<file path="src/rtl/enc_pkg.sv">
// Shared definitions for the 16-to-4 request encoder.
//   N_REQ  : number of request lines
//   IDX_W  : width of an index into the request lines
//   idx_t  : index type
//   onehot : converts an index to a one-hot request vector
package enc_pkg;

    localparam int N_REQ = 16;
    localparam int IDX_W = $clog2(N_REQ);

    typedef logic [IDX_W-1:0] idx_t;

    function automatic logic [N_REQ-1:0] onehot(input idx_t idx);
        logic [N_REQ-1:0] vec;
        vec      = '0;
        vec[idx] = 1'b1;
        return vec;
    endfunction

endpackage

</file>
<file path="src/rtl/priority_enc_16x4.sv">
// Combinational fixed-priority encoder; bit 15 has the highest priority.
//   vec : input vector
//   idx : index of the highest set bit (0 when vec is zero)
//   any : at least one bit of vec is set
module priority_enc_16x4
    import enc_pkg::*;
(
    input  logic [N_REQ-1:0] vec,
    output idx_t             idx,
    output logic             any
);

    // Ascending scan: the last set bit seen (the highest) wins.
    always_comb begin
        idx = '0;
        for (int i = 0; i < N_REQ; i++) begin
            if (vec[i]) begin
                idx = idx_t'(i);
            end
        end
    end

    assign any = |vec;

endmodule

</file>
<file path="src/rtl/req_encoder_16x4.sv">
// Buffered 16-to-4 priority encoder. One-cycle request pulses are collected
// in a sticky pending register and serialized as a stream of indices, highest
// index first, one per valid/ready handshake.
//   clk         : rising-edge clock
//   rst_n       : asynchronous active-low reset
//   req_in      : request pulses, bit i requests index i
//   en          : capture enable for req_in
//   ready_in    : downstream accepts y_out this cycle
//   y_out       : presented index
//   valid_out   : y_out is valid
//   pending_out : pending register, including the presented bit
//   pend_cnt    : popcount of pending_out
module req_encoder_16x4
    import enc_pkg::*;
(
    input  logic             clk,
    input  logic             rst_n,
    input  logic [N_REQ-1:0] req_in,
    input  logic             en,
    input  logic             ready_in,
    output idx_t             y_out,
    output logic             valid_out,
    output logic [N_REQ-1:0] pending_out,
    output logic [IDX_W:0]   pend_cnt
);

    logic [N_REQ-1:0] pending;
    logic [N_REQ-1:0] clr;
    logic [N_REQ-1:0] set;
    logic [N_REQ-1:0] cand;
    logic             acc;
    logic             slot_free;
    idx_t             cand_idx;
    logic             cand_any;

    assign acc       = valid_out & ready_in;
    assign clr       = acc ? onehot(y_out) : '0;
    assign set       = en ? req_in : '0;
    // Only bits already registered compete for the slot; this cycle's
    // captures become visible one edge later.
    assign cand      = pending & ~clr;
    assign slot_free = ~valid_out | acc;

    priority_enc_16x4 u_prio (
        .vec (cand),
        .idx (cand_idx),
        .any (cand_any)
    );

    // Set is OR-ed after the clear so a bit re-requested in its own accept
    // cycle stays pending.
    always_ff @(posedge clk or negedge rst_n) begin
        if (!rst_n) begin
            pending <= '0;
        end else begin
            pending <= cand | set;
        end
    end

    // The presented index is held under backpressure; no preemption.
    always_ff @(posedge clk or negedge rst_n) begin
        if (!rst_n) begin
            y_out     <= '0;
            valid_out <= 1'b0;
        end else if (slot_free) begin
            if (cand_any) begin
                y_out     <= cand_idx;
                valid_out <= 1'b1;
            end else begin
                valid_out <= 1'b0;
            end
        end
    end

    always_comb begin
        pend_cnt = '0;
        for (int i = 0; i < N_REQ; i++) begin
            pend_cnt = pend_cnt + {{IDX_W{1'b0}}, pending[i]};
        end
    end

    assign pending_out = pending;

endmodule

</file>
<file path="config.mk">
export PLATFORM = sky130hd
export DESIGN_NAME = req_encoder_16x4
export DESIGN_NICKNAME = d
export VERILOG_FILES = /design/src/rtl/enc_pkg.sv /design/src/rtl/priority_enc_16x4.sv /design/src/rtl/req_encoder_16x4.sv
export SDC_FILE = /design/constraint.sdc
export NUM_CORES = 1
export LEC_CHECK = 0
export ABC_CLOCK_PERIOD_IN_PS = 4700
export CORE_ASPECT_RATIO = 1.5
export CORE_UTILIZATION = 46
export CTS_CLUSTER_SIZE = 20
export DETAILED_ROUTE_END_ITERATION = 16
export PLACE_DENSITY = 0.87
export SLEW_MARGIN = 20
export SYNTH_ARGS = -nofsm -noshare
export SYNTH_HDL_FRONTEND = slang
export SYNTH_HIERARCHICAL = 1
export SYNTH_SLANG_ARGS = --single-unit
</file>
<file path="constraint.sdc">
create_clock -name clk -period 4.7 [get_ports clk]
set_input_delay 0.94 -clock clk [delete_from_list [all_inputs] [get_ports clk]]
set_output_delay 0.94 -clock clk [all_outputs]
set_load 0.01 [all_outputs]
</file>
# ---- After elaboration in Yosys (flattened, before gate mapping)
# Index checks and enable logic that the tools add are counted.
dict set report totals {
  inputBits 20
  elab_cells 49
  out_inout_bits 26
  ff_bits 21
}
dict set report op_classes {
  n_reduce_logical 3
  addsub 15
  n_bitwise 6
  magnitude_cmp 2
  muxes 20
}
# operator n
set op_table {}
lappend op_table {{5-bit by 1-bit adder with 5-bit output} 11}
lappend op_table {{16-bit 2-to-1 mux} 2}
lappend op_table {{4-bit 2-to-1 mux} 8}
lappend op_table {{16-bit AND} 1}
lappend op_table {{16-bit NOT} 1}
lappend op_table {{16-bit bitwise OR} 1}
lappend op_table {{16-bit OR reduction} 1}
lappend op_table {{3-bit 2-to-1 mux} 4}
lappend op_table {{4-bit by 1-bit adder with 5-bit output} 1}
lappend op_table {{4-bit by 5-bit less-than comparator with 1-bit output (second input constant)} 1}
lappend op_table {{3-bit by 1-bit adder with 4-bit output} 1}
lappend op_table {{1-bit demux with 4-bit select} 1}
lappend op_table {{4-bit by 1-bit >= comparator with 1-bit output (second input constant)} 1}
lappend op_table {{2-bit 2-to-1 mux} 2}
lappend op_table {{2-bit by 1-bit adder with 3-bit output} 1}
lappend op_table {{1-bit 2-to-1 mux} 3}
lappend op_table {{1-bit by 1-bit adder with 2-bit output} 1}
lappend op_table {{2-bit AND reduction} 1}
lappend op_table {{1-bit AND} 1}
lappend op_table {{1-bit logical AND} 1}
lappend op_table {{1-bit NOT} 1}
lappend op_table {{1-bit bitwise OR} 1}

# ---- Depth between registers and ports, before layout
dict set report depth {
  depth_word 22
  ltp_mapped 12
  ltp_nobuf 12
}

# ---- By module
# The synthesis kept the hierarchy.
# mod seq_area_each_um2 cells_per_inst area_per_inst_um2 n_inst
set by_module_without_submodules {}
lappend by_module_without_submodules {req_encoder_16x4 525.5 117 1305.0 1}
lappend by_module_without_submodules {priority_enc_16x4 0.0 28 170.2 1}

# ---- Worst setup path before layout
# OpenSTA, ideal clock, no wires.
dict set report synth_path {
  kind {reg-to-output}
  start {reg pending[0] (netlist: pending_out[0])}
  end {out pend_cnt[4]}
  arrival_time_ps 3280
  path_buffers 0
  required_time_ps 3760
  path_slack_ps 480
  stages_incl_launch_ff 12
  cell_sequence {dfrtp_1 > inv_1 > fa_1 > fa_1 > fa_1 > fa_1 > inv_1 > ha_1 > inv_1 > fa_1 > nor2b_1 > o21a_1}
}
dict set report synth_via {
  elab_chain_cells 15
}
# item line_no
set synth_lines {}
lappend synth_lines {{start: declaration} req_encoder_16x4.sv:27} ;# logic [N_REQ-1:0] pending;
lappend synth_lines {{start signal: assignment} req_encoder_16x4.sv:56} ;# pending <= cand | set;
lappend synth_lines {{1-bit by 1-bit adder with 2-bit output} req_encoder_16x4.sv:78} ;# pend_cnt = pend_cnt + {{IDX_W{1'b0}}, pending[i]};
lappend synth_lines {{2-bit by 1-bit adder with 3-bit output} req_encoder_16x4.sv:78}
lappend synth_lines {{3-bit by 1-bit adder with 4-bit output} req_encoder_16x4.sv:78}
lappend synth_lines {{4-bit by 1-bit adder with 5-bit output} req_encoder_16x4.sv:78}
lappend synth_lines {{5-bit by 1-bit adder with 5-bit output (11 in series)} req_encoder_16x4.sv:78}
lappend synth_lines {{end: declaration} req_encoder_16x4.sv:24} ;# output logic [IDX_W:0] pend_cnt
# No other way between the ends.

# ---- Worst setup path in the final report
dict set report layout_path {
  start {reg pending[15] (netlist: pending_out[15])}
  end {out pend_cnt[4]}
}
dict set report layout_via {
  elab_chain_cells 1
}
# item line_no
set layout_lines {}
lappend layout_lines {{5-bit by 1-bit adder with 5-bit output} req_encoder_16x4.sv:78}
# No other way between the ends.

==> summary.md <==
| Metric | Value |
|---|---|
| Status | `finished, final reports clean` |
| Layout overhead on the synthesized area | `42.6%` |
| Mapped cell area | `between 0.001 and 0.0015 mm²` |
| Tmin final | `4700 ps` |
| Leakage power | `0.000938 µW` |
| Clk sinks | `21` |
| Worst slew pin tran | `958 ps` |
| Routed length on met1 | `approximately 1400 µm` |
| Worst setup EP type | `output port` |
| Synth Register Bits | `21` |
| Die ar. | `0.00344 mm²` |
| Worst Setup Start Kind | `flip-flop` |
| Uppermost layer routed | `met4` |
| Post-route ant nets | `0` |
| Initial drt markers | `52` |
| Core box area | `between 0.002 and 0.003 mm²` |
| Final WL | `about 4000 µm` |
| Via count | `1,334` |
| H-tree Lvls | `1` |
| Req. time, crit path | `roughly 3800 ps` |
| Layout Utilization | `70.7%` |
| Max Clk Rate | `0.213 GHz` |
| PwrDens | `around 590 mW/mm²` |
| Skew-Pair Late Insertion Delay | `260 ps` |
| Root Driver | `clkbuf_8` |
| Num ports | `46` |
| Warning count from the yosys run | `6` |
| Pre-CTS WS | `-94.6 ps` |
| Syn Inst Count | `145` |
| Port-buffer cells | `45` |
| Final number of setup-violating endpoints | `0` |
| Num CTS Buffers | `3` |
| Overall Global Routing Usage | `27.0%` |
| Final net count | `240` |
| VDD IR-drop max | `between 0.5 and 0.6 mV` |
| Hold_sp | `y_out[3]` |
| Layout cells sized above 1 | `roughly 18%` |
| Initial antenna violation count | `0` |
| Worst setup margin | `2.59 ps` |
| Max-cap violations | `0` |
| Slew margin rel. | `a little over a third` |
| WL per Instance | `16.4 µm` |
| CTS max path bufs | `2` |
| TritonCTS clock tree | `done` |
| DP Cell Count | `234` |
| Hpwl dp | `3220 µm` |
| Synth cell types | `32` |
| Final Max Tran Viols | `0` |
| Clock slew at reported path FFs | `80 ps` |
| Worst min path class | `reg2reg` |
| Average cell area after synthesis | `10.2 µm²` |
| Worst Path Arrival | `3760 ps` |
| Crit path kind | `reg2out` |
| Commonest non-fill, non-tap cell in the layout | `clkdlybuf4s50_1` |
| Clk_skew | `2.52 ps` |
| Fill count | `219` |
| Number of global-route vias before repair | `1,454` |
| Die X | `48.2 µm` |
| Met2 WL | `about 2200 µm` |
| First-pass GRT wire length | `around 6500 µm` |
| Grt ovf | `0` |
| Critical path peak fanout | `3` |
| Synthesized Nets | `180` |
| Detailed-router iteration count before antenna repair | `4` |
| Reg2Reg Launch Point | `y_out[2]` |
| Largest net degree at the start of global routing | `22` |
| Antenna Cells | `0` |
| Initial Util | `49.6%` |
| Vias per inst | `~5.5` |
| Met3 Wirelength | `about 160 µm` |
| Final Hold Fails | `0` |
| Final GP Congestion | `0.885` |
| FF+latch area | `526 µm²` |
| RSZ-0062 raised after global routing | `yes` |
| Post-synthesis sequential area ratio | `35.6%` |
| Std-Cell Rows | `24` |
| Final Cycle Share | `99.9%` |
| Post-route insts no fill | `243` |
| Die Ht | `71.4 µm` |
| Origin of the worst setup path | `pending_out[15]` |
| Post-route DRC | `0` |
| Area of the multi-input gates | `around 850 µm²` |
| Commonest non-fill, non-tap cells in the layout | `clkdlybuf4s50_1 (41), inv_1 (24), dfrtp_1 (21), o21a_1 (17), a21o_1 (14)` |
==> repair_timing <==
action                                  4_1_cts  5_1_grt
pin swaps                                     2        7
buffers inserted                              2        3
hold endpoints to repair                      0        0
endpoints found under the setup margin        4        4
hold buffers                                  0        0
resized for setup                             9       15
==> sequential cells by signal, summed over array words and instances (netlist names) <==
name / cells
pending_out: 16
y_out: 4
valid_out: 1
==> cells in the mapped netlist <==
cell,count,area [µm²]
a21o_1,14,105
inv_1,27,101
a21o_2,4,35.0
nand4b_1,2,17.5
o21a_1,17,128
nor4_1,1,6.26
or2_1,1,6.26
or2_4,1,8.76
a221o_1,1,10.0
nand3_1,3,15.0
or4b_1,1,10.0
ha_1,5,62.6
nor3_1,1,5.00
nand2b_1,6,37.5
dfrtp_1,21,526
a31oi_1,1,6.26
or3b_1,1,8.76
fa_1,10,200
buf_2,1,5.00
nand4bb_1,1,11.3
clkbuf_1,1,3.75
o31ai_1,2,15.0
mux2_2,4,45.0
nand2_1,2,7.51
and2b_2,1,8.76
xnor2_1,2,17.5
nand4_1,1,6.26
nor4_2,1,12.5
nor2_1,9,33.8
a311oi_1,1,8.76
a21oi_1,1,5.00
nor2b_1,1,6.26
==> path summary, 6_finish.rpt <==
kind,end,slack (ps),cells after the start
setup / recovery,pend_cnt[4],3,12
hold / removal,y_out[3],610,1
setup reg to reg,y_out[0],2260,7
hold reg to reg,y_out[3],610,1
max in group asynchronous,pending_out[15],2910,1
min in group asynchronous,valid_out,1210,1
==> report_power, final <==
part	internal, µW	switching, µW
combinational	473	423
sequential	204	25.1
clock	59.1	59.3
==> final cells by class <==
type	count	share of cell area, %
inverter	27	4.82
tap	39	2.32
sequential	21	25.0
multi-input combinational	95	40.5
clock inverter	1	0.238
timing repair buffer	57	25.2
clock buffer	3	1.96
==> cells by family after synthesis <==
family / share of synthesized area [%]
DFF: 35.6
xor gates and xnor gates: 1.19
AOI/OAI and AO/OA: 21.2
muxes: 3.05
adders and majority gates: 17.8
buffers and inverters: 7.46
and+or+nand+nor: 13.7
==> per-layer routing <==
metal / global-route usage [%] / vias to the layer above
li1: - / 609
met3: 5.29 / 19
met2: 43.9 / 61
met1: 30.8 / 645
met4: 16.0 / 0
met5: 0 / -
==> stage by stage <==
stage | total power [µW] | hold slack (ps) | area, µm² | TNS [ps]
finish | 1240 | 614 | 2100 | 0
global route | 1400 | 647 | 2100 | -481
CTS | 1170 | 611 | 2080 | -47.7
detailed placement | 1090 | 590 | 2020 | -223
global placement | 1030 | 582 | 2020 | 0
floorplan | 678 | 616 | 1480 | 0
==> worst max-delay path, cell delays in order, from the launching register on <==
cell and delay [ps]:
dfrtp_1 390, inv_2 50, fa_1 570, fa_1 460, fa_1 530, fa_1 410
inv_1 70, ha_2 180, inv_2 50, fa_2 410, nor2b_1 120, o21a_1 120
buf_2 130
(Power assumes the default switching activity.)
